$ cat src/rtl/reorder_buffer_if.sv
// reorder_buffer_if: issue, writeback, query, rename-in, commit and flush signals of the reorder buffer
//   master : pipeline side, drives issue_*, wb_*, qry*_tag
//   slave  : reorder buffer, drives issue_ready/tag, qry*_ready/val, rd_in_*, rd_out_*, flush*
interface reorder_buffer_if #(parameter int TAG_W = 4);
   logic             issue_valid;
   logic             issue_has_rd;
   logic [4:0]       issue_rd;
   logic             issue_ready;
   logic [TAG_W-1:0] issue_tag;
   logic             wb_valid;
   logic [TAG_W-1:0] wb_tag;
   logic [31:0]      wb_val;
   logic             wb_mispredict;
   logic [31:0]      wb_target;
   logic [TAG_W-1:0] qry1_tag;
   logic             qry1_ready;
   logic [31:0]      qry1_val;
   logic [TAG_W-1:0] qry2_tag;
   logic             qry2_ready;
   logic [31:0]      qry2_val;
   logic             rd_in_flag;
   logic [4:0]       rd_in_a;
   logic [TAG_W-1:0] rd_in_rob;
   logic             rd_out_flag;
   logic [4:0]       rd_out_a;
   logic [31:0]      rd_out_val;
   logic [TAG_W-1:0] rd_out_rob;
   logic             flush;
   logic [31:0]      flush_pc;
   modport master (
      output issue_valid, issue_has_rd, issue_rd, wb_valid, wb_tag, wb_val, wb_mispredict, wb_target,
             qry1_tag, qry2_tag,
      input  issue_ready, issue_tag, qry1_ready, qry1_val, qry2_ready, qry2_val,
             rd_in_flag, rd_in_a, rd_in_rob, rd_out_flag, rd_out_a, rd_out_val, rd_out_rob, flush, flush_pc
   );
   modport slave (
      input  issue_valid, issue_has_rd, issue_rd, wb_valid, wb_tag, wb_val, wb_mispredict, wb_target,
             qry1_tag, qry2_tag,
      output issue_ready, issue_tag, qry1_ready, qry1_val, qry2_ready, qry2_val,
             rd_in_flag, rd_in_a, rd_in_rob, rd_out_flag, rd_out_a, rd_out_val, rd_out_rob, flush, flush_pc
   );
endinterface

$ cat src/rtl/reorder_buffer.sv
// reorder_buffer: in-order retirement queue with CDB capture, operand query and mispredict flush
//   clk, rst_n : rising-edge clock, asynchronous active-low reset
//   rdy        : global enable, 0 holds all state
//   rob        : reorder_buffer_if slave (issue, writeback, queries, rename-in, commit, flush)
module reorder_buffer #(
   parameter int DEPTH = 16,
   parameter int TAG_W = 4
) (
   input logic              clk,
   input logic              rst_n,
   input logic              rdy,
   reorder_buffer_if.slave  rob
);
   logic [TAG_W-1:0] head, tail;
   logic [TAG_W:0]   count;
   logic [DEPTH-1:0] busy, done, has_rd, misp;
   logic [4:0]       rd     [DEPTH];
   logic [31:0]      val    [DEPTH];
   logic [31:0]      target [DEPTH];
   logic             head_ok, flush_now, accept, commit, wb_hit;
   logic             q1_byp, q1_have, q2_byp, q2_have;
   // head done with a mispredict: blocks allocation so the flush sees an empty tail
   assign head_ok   = busy[head] & done[head];
   assign flush_now = head_ok & misp[head];
   assign rob.issue_ready = (count != (TAG_W+1)'(DEPTH)) & ~flush_now;
   assign rob.issue_tag   = tail;
   assign accept = rdy & rob.issue_valid & rob.issue_ready;
   assign commit = rdy & head_ok;
   assign wb_hit = rdy & rob.wb_valid & busy[rob.wb_tag];
   assign rob.rd_in_flag = accept & rob.issue_has_rd & (rob.issue_rd != 5'd0);
   assign rob.rd_in_a    = rob.issue_rd;
   assign rob.rd_in_rob  = tail;
   // a live CDB result for a busy tag is forwarded ahead of the stored value
   assign q1_byp  = rob.wb_valid & (rob.wb_tag == rob.qry1_tag) & busy[rob.qry1_tag];
   assign q1_have = busy[rob.qry1_tag] & done[rob.qry1_tag];
   assign q2_byp  = rob.wb_valid & (rob.wb_tag == rob.qry2_tag) & busy[rob.qry2_tag];
   assign q2_have = busy[rob.qry2_tag] & done[rob.qry2_tag];
   assign rob.qry1_ready = q1_byp | q1_have;
   assign rob.qry1_val   = q1_byp ? rob.wb_val : q1_have ? val[rob.qry1_tag] : 32'd0;
   assign rob.qry2_ready = q2_byp | q2_have;
   assign rob.qry2_val   = q2_byp ? rob.wb_val : q2_have ? val[rob.qry2_tag] : 32'd0;
   // payload needs no reset: it is only read behind busy/done
   always_ff @(posedge clk) begin
      if (accept) begin
         has_rd[tail] <= rob.issue_has_rd;
         rd[tail]     <= rob.issue_rd;
      end
      if (wb_hit) begin
         val[rob.wb_tag]    <= rob.wb_val;
         misp[rob.wb_tag]   <= rob.wb_mispredict;
         target[rob.wb_tag] <= rob.wb_target;
      end
   end
   always_ff @(posedge clk or negedge rst_n) begin
      if (!rst_n) begin
         head            <= '0;
         tail            <= '0;
         count           <= '0;
         busy            <= '0;
         done            <= '0;
         rob.rd_out_flag <= 1'b0;
         rob.rd_out_a    <= '0;
         rob.rd_out_val  <= '0;
         rob.rd_out_rob  <= '0;
         rob.flush       <= 1'b0;
         rob.flush_pc    <= '0;
      end else begin
         if (accept) begin
            busy[tail] <= 1'b1;
            done[tail] <= 1'b0;
            tail       <= tail + 1'b1;
         end
         if (wb_hit) done[rob.wb_tag] <= 1'b1;
         if (commit) begin
            busy[head]     <= 1'b0;
            head           <= head + 1'b1;
            rob.rd_out_a   <= rd[head];
            rob.rd_out_val <= val[head];
            rob.rd_out_rob <= head;
         end
         rob.rd_out_flag <= commit & has_rd[head] & (rd[head] != 5'd0);
         rob.flush       <= commit & misp[head];
         count           <= (commit & flush_now) ? '0 : count + (TAG_W+1)'(accept) - (TAG_W+1)'(commit);
         // mispredict retire discards everything younger than the head
         if (commit & flush_now) begin
            rob.flush_pc <= target[head];
            busy         <= '0;
            done         <= '0;
            head         <= '0;
            tail         <= '0;
         end
      end
   end
endmodule
$ cat src/flat_wrapper.sv
// flat-port wrapper written by rule: the top's interface ports become plain ports
module reorder_buffer_flat 
#(
   parameter int DEPTH = 16,
   parameter int TAG_W = 4
)
  (clk, rst_n, rdy, rob_issue_valid, rob_issue_has_rd, rob_issue_rd, rob_wb_valid, rob_wb_tag, rob_wb_val, rob_wb_mispredict, rob_wb_target, rob_qry1_tag, rob_qry2_tag, rob_issue_ready, rob_issue_tag, rob_qry1_ready, rob_qry1_val, rob_qry2_ready, rob_qry2_val, rob_rd_in_flag, rob_rd_in_a, rob_rd_in_rob, rob_rd_out_flag, rob_rd_out_a, rob_rd_out_val, rob_rd_out_rob, rob_flush, rob_flush_pc);
  reorder_buffer_if #(.TAG_W(TAG_W)) rob_i ();
  input logic clk;
  input logic rst_n;
  input logic rdy;
  input wire logic [$bits(rob_i.issue_valid)-1:0] rob_issue_valid;
  input wire logic [$bits(rob_i.issue_has_rd)-1:0] rob_issue_has_rd;
  input wire logic [$bits(rob_i.issue_rd)-1:0] rob_issue_rd;
  input wire logic [$bits(rob_i.wb_valid)-1:0] rob_wb_valid;
  input wire logic [$bits(rob_i.wb_tag)-1:0] rob_wb_tag;
  input wire logic [$bits(rob_i.wb_val)-1:0] rob_wb_val;
  input wire logic [$bits(rob_i.wb_mispredict)-1:0] rob_wb_mispredict;
  input wire logic [$bits(rob_i.wb_target)-1:0] rob_wb_target;
  input wire logic [$bits(rob_i.qry1_tag)-1:0] rob_qry1_tag;
  input wire logic [$bits(rob_i.qry2_tag)-1:0] rob_qry2_tag;
  output wire logic [$bits(rob_i.issue_ready)-1:0] rob_issue_ready;
  output wire logic [$bits(rob_i.issue_tag)-1:0] rob_issue_tag;
  output wire logic [$bits(rob_i.qry1_ready)-1:0] rob_qry1_ready;
  output wire logic [$bits(rob_i.qry1_val)-1:0] rob_qry1_val;
  output wire logic [$bits(rob_i.qry2_ready)-1:0] rob_qry2_ready;
  output wire logic [$bits(rob_i.qry2_val)-1:0] rob_qry2_val;
  output wire logic [$bits(rob_i.rd_in_flag)-1:0] rob_rd_in_flag;
  output wire logic [$bits(rob_i.rd_in_a)-1:0] rob_rd_in_a;
  output wire logic [$bits(rob_i.rd_in_rob)-1:0] rob_rd_in_rob;
  output wire logic [$bits(rob_i.rd_out_flag)-1:0] rob_rd_out_flag;
  output wire logic [$bits(rob_i.rd_out_a)-1:0] rob_rd_out_a;
  output wire logic [$bits(rob_i.rd_out_val)-1:0] rob_rd_out_val;
  output wire logic [$bits(rob_i.rd_out_rob)-1:0] rob_rd_out_rob;
  output wire logic [$bits(rob_i.flush)-1:0] rob_flush;
  output wire logic [$bits(rob_i.flush_pc)-1:0] rob_flush_pc;
  assign rob_i.issue_valid = rob_issue_valid;
  assign rob_i.issue_has_rd = rob_issue_has_rd;
  assign rob_i.issue_rd = rob_issue_rd;
  assign rob_i.wb_valid = rob_wb_valid;
  assign rob_i.wb_tag = rob_wb_tag;
  assign rob_i.wb_val = rob_wb_val;
  assign rob_i.wb_mispredict = rob_wb_mispredict;
  assign rob_i.wb_target = rob_wb_target;
  assign rob_i.qry1_tag = rob_qry1_tag;
  assign rob_i.qry2_tag = rob_qry2_tag;
  assign rob_issue_ready = rob_i.issue_ready;
  assign rob_issue_tag = rob_i.issue_tag;
  assign rob_qry1_ready = rob_i.qry1_ready;
  assign rob_qry1_val = rob_i.qry1_val;
  assign rob_qry2_ready = rob_i.qry2_ready;
  assign rob_qry2_val = rob_i.qry2_val;
  assign rob_rd_in_flag = rob_i.rd_in_flag;
  assign rob_rd_in_a = rob_i.rd_in_a;
  assign rob_rd_in_rob = rob_i.rd_in_rob;
  assign rob_rd_out_flag = rob_i.rd_out_flag;
  assign rob_rd_out_a = rob_i.rd_out_a;
  assign rob_rd_out_val = rob_i.rd_out_val;
  assign rob_rd_out_rob = rob_i.rd_out_rob;
  assign rob_flush = rob_i.flush;
  assign rob_flush_pc = rob_i.flush_pc;
  reorder_buffer #(.DEPTH(DEPTH), .TAG_W(TAG_W)) u_core (.clk(clk), .rst_n(rst_n), .rdy(rdy), .rob(rob_i));
endmodule
$ cat config.mk
export PLATFORM = sky130hd
export DESIGN_NAME = reorder_buffer_flat
export DESIGN_NICKNAME = d
export VERILOG_FILES = /design/src/rtl/reorder_buffer_if.sv /design/src/rtl/reorder_buffer.sv /design/src/flat_wrapper.sv
export SDC_FILE = /design/constraint.sdc
export NUM_CORES = 2
export LEC_CHECK = 0
export ABC_CLOCK_PERIOD_IN_PS = 11300
export CORE_ASPECT_RATIO = 0.7
export CORE_MARGIN = 1
export CORE_UTILIZATION = 65
export DETAILED_ROUTE_END_ITERATION = 8
export PLACE_DENSITY = 0.85
export SETUP_SLACK_MARGIN = 0.4
export SYNTH_ARGS = -nofsm -noshare
export SYNTH_HDL_FRONTEND = slang
export SYNTH_SLANG_ARGS = --single-unit
$ cat constraint.sdc
create_clock -name clk -period 11.3 [get_ports clk]
set_input_delay 1.13 -clock clk [delete_from_list [all_inputs] [get_ports clk]]
set_output_delay 1.13 -clock clk [all_outputs]
set_load 0.05 [all_outputs]
==> flow_summary.json <==
{
  "synth_edf_count": 1136,
  "synth_seq_cells": 1256,
  "cts_root_buf": "clkbuf_16",
  "synth_top_area_share_pct": 59.7,
  "finalSetupViolations": 0,
  "setup-tns-final_ns": 0,
  "dpl.hpwl_um": 83100,
  "tightestPinTransition_ns": 1.21,
  "critPathRequiredTime_ns": 10.17,
  "yosysMostFrequentCell": "edfxtp_1",
  "clkSinkCount": 1256,
  "drive_above_1_share_pct": 34.1,
  "synthTopCellsByArea": "edfxtp_1, mux4_2, dfrtp_1",
  "finalWorstSetupSlack_ns": 4.40,
  "rsz0062_at_grt": "false",
  "num_vias": 32400,
  "regToRegStartpoint": "u_core.head[0]",
  "synth_warnings": 0,
  "crit_fanout": 51,
  "cp.arrival_ns": 5.77,
  "fin_crit_sh_pct": 61.1,
  "core_um2": 86600,
  "via_per_inst": 7.77,
  "port_buffers": 243,
  "fin_nets": 3011,
  "grt.total_usage_pct": 36.6,
  "grt_pass1_wl_um": 231000,
  "cellPowerDensity_nw_per_um2": 182,
  "skew_ns": 0.0187,
  "slew_headroom_pct": 19.5,
  "initial_core_util_pct": 66.0,
  "antenna_found_initial": 13,
  "p_leak_nw": 21.1,
  "synth_common_cells": "edfxtp_1, mux4_2, dfrtp_1",
  "num_rows": 90,
  "syn_nets": 2811,
  "syn_area_um2": 57100,
  "status": "completed",
  "synth_ff_type": "edfxtp_1",
  "ctsResizeCount": 0,
  "die_w_um": 356,
  "route.detailed.drc": 0,
  "cp-startpoint": "rob_qry1_tag[0]",
  "cts_buffers": 112,
  "routed_wl_um": 159000,
  "path_clk_slew_ns": 0.07,
  "gp_congestion": 0.881,
  "area_growth_pct": 13.0,
  "synth_top_area_cell": "edfxtp_1",
  "wl_per_cell_um": 38.2,
  "place_inst": 3944,
  "drtIter0Drc": 5619,
  "dr.pass1.iters": 6,
  "reg2reg_slack_ns": 6.04,
  "finalMaxSlewViolations": 0,
  "maxCapViolCount": 0,
  "reg2regPathDepth": 16,
  "htree_num_levels": 3,
  "ioPinCount": 244,
  "final.min_clock_period_ns": 6.90,
  "grt_start_max_net_pins": 121,
  "hold_buffers": 0,
  "die_y_um": 250,
  "endpoint_kind": "output pin",
  "cts_tree": "done",
  "placed_area_um2": 60500,
  "dieArea_um2": 89100,
  "yosysSeqAreaShare_pct": 64.9,
  "grt_pass1_vias": 33500,
  "synth_cell_types": 53,
  "final_antenna_net_count": 0,
  "instances_no_fill": 4168,
  "clk_latency_ns": 0.69,
  "clockBufferDepth": 3,
  "fin_area_um2": 64600,
  "hp-class": "primary input to async pin",
  "synth-async-reset-ratio_pct": 9.55,
  "hold_viol": 0,
  "r2r-end": "u_core.count[4]",
  "critPathLaunchType": "primary input",
  "postSynthCellCount": 2708,
  "fillerInstances": 4521,
  "syn_avg_cell_area_um2": 21.1,
  "grt_overflow_total": 0,
  "ir_drop_v": 0.000147,
  "preCtsSetupSlack_ns": 4.39,
  "cts_setup_buffers": 0,
  "fmax_mhz": 145,
  "crit_type": "primary input to output pin"
}
cell families after synthesis:
| logic type | count (synthesis) | synth area share [%] |
|---|---|---|
| AOI/OAI and AO/OA | 144 | 1.45 |
| xor gates and xnor gates | 12 | 0.184 |
| adders and majority gates | 15 | 0.342 |
| DFF | 1256 | 64.9 |
| buffers and inverters | 298 | 2.22 |
| and+or+nand+nor | 210 | 1.63 |
| muxes | 773 | 29.2 |
layout by cell type (no fill, tap or decap), types with 18 or more instances in the layout:
master              n
edfxtp_1         1136
mux4_2            691
clkdlybuf4s50_1   234
nand2_1           119
dfrtp_1           116
clkbuf_16         114
o21ai_0            83
inv_1              78
mux2_2             65
buf_4              50
clkinv_2           37
nor2_1             30
a21oi_1            26
bufinv_16          19
nand3_1            18
sequential cells by signal (all words and copies together) (netlist names), 16 cells and up:
signal / cells
u_core.target: 512
u_core.val: 512
u_core.rd: 80
u_core.rob.flush_pc: 32
u_core.rob.rd_out_val: 32
u_core.busy: 16
u_core.done: 16
u_core.has_rd: 16
u_core.misp: 16
power breakdown:
| group | internal, W | total [W] | switching [W] |
|---|---|---|---|
| Combinational | 0.000951 | 0.00217 | 0.00122 |
| Clock | 0.00238 | 0.00413 | 0.00175 |
| Sequential | 0.00523 | 0.00543 | 0.000193 |
routing by layer:
metal | vias up | routed length (um) | track usage, %
li1 | 12000 | - | -
met1 | 16700 | 52900 | 49.9
met2 | 3167 | 77700 | 56.7
met3 | 566 | 20600 | 9.45
met4 | 2 | 8050 | 16.7
met5 | - | 13 | 0
final cells by class:
cell class                 count  area, um^2  area share, %
clock inverter                72         913           1.41
multi-input combinational   1154       18800           29.1
antenna                       10        25.0         0.0388
sequential                  1256       37100           57.5
tap                         1150        1440           2.23
clock buffer                 142        3090           4.78
timing repair buffer         293        2820           4.36
inverter                      91         357          0.552
how the worst max path moves through the flow:
| stage | endpoint | depth (start not counted) |
|---|---|---|
| global route | rob_qry1_val[27] | 8 |
| CTS | rob_qry1_val[27] | 8 |
| global placement | rob_qry1_val[27] | 8 |
| floorplan | u_core.misp[7] | 4 |
| detailed placement | rob_qry1_val[27] | 8 |
| finish | rob_qry1_val[27] | 8 |
through the flow:
stage / utilization [%] / total power, W / hold WS [ns]
2_1_floorplan: - / 0.00693 / 0.513
4_1_cts: 74.5 / 0.0117 / 0.339
5_1_grt: 74.6 / 0.0120 / 0.376
3_3_place_gp: 69.9 / 0.00755 / 0.467
3_5_place_dp: 69.9 / 0.00763 / 0.472
6_report: 74.6 / 0.0117 / 0.367
worst max-delay path, cell delays in order:
cell	delay, ns
clkbuf_8	0.50
buf_4	0.85
buf_4	0.86
mux4_2	0.65
mux4_2	0.48
inv_1	0.08
o21ai_0	0.24
clkdlybuf4s50_1	0.82
(Power assumes the default switching activity.)
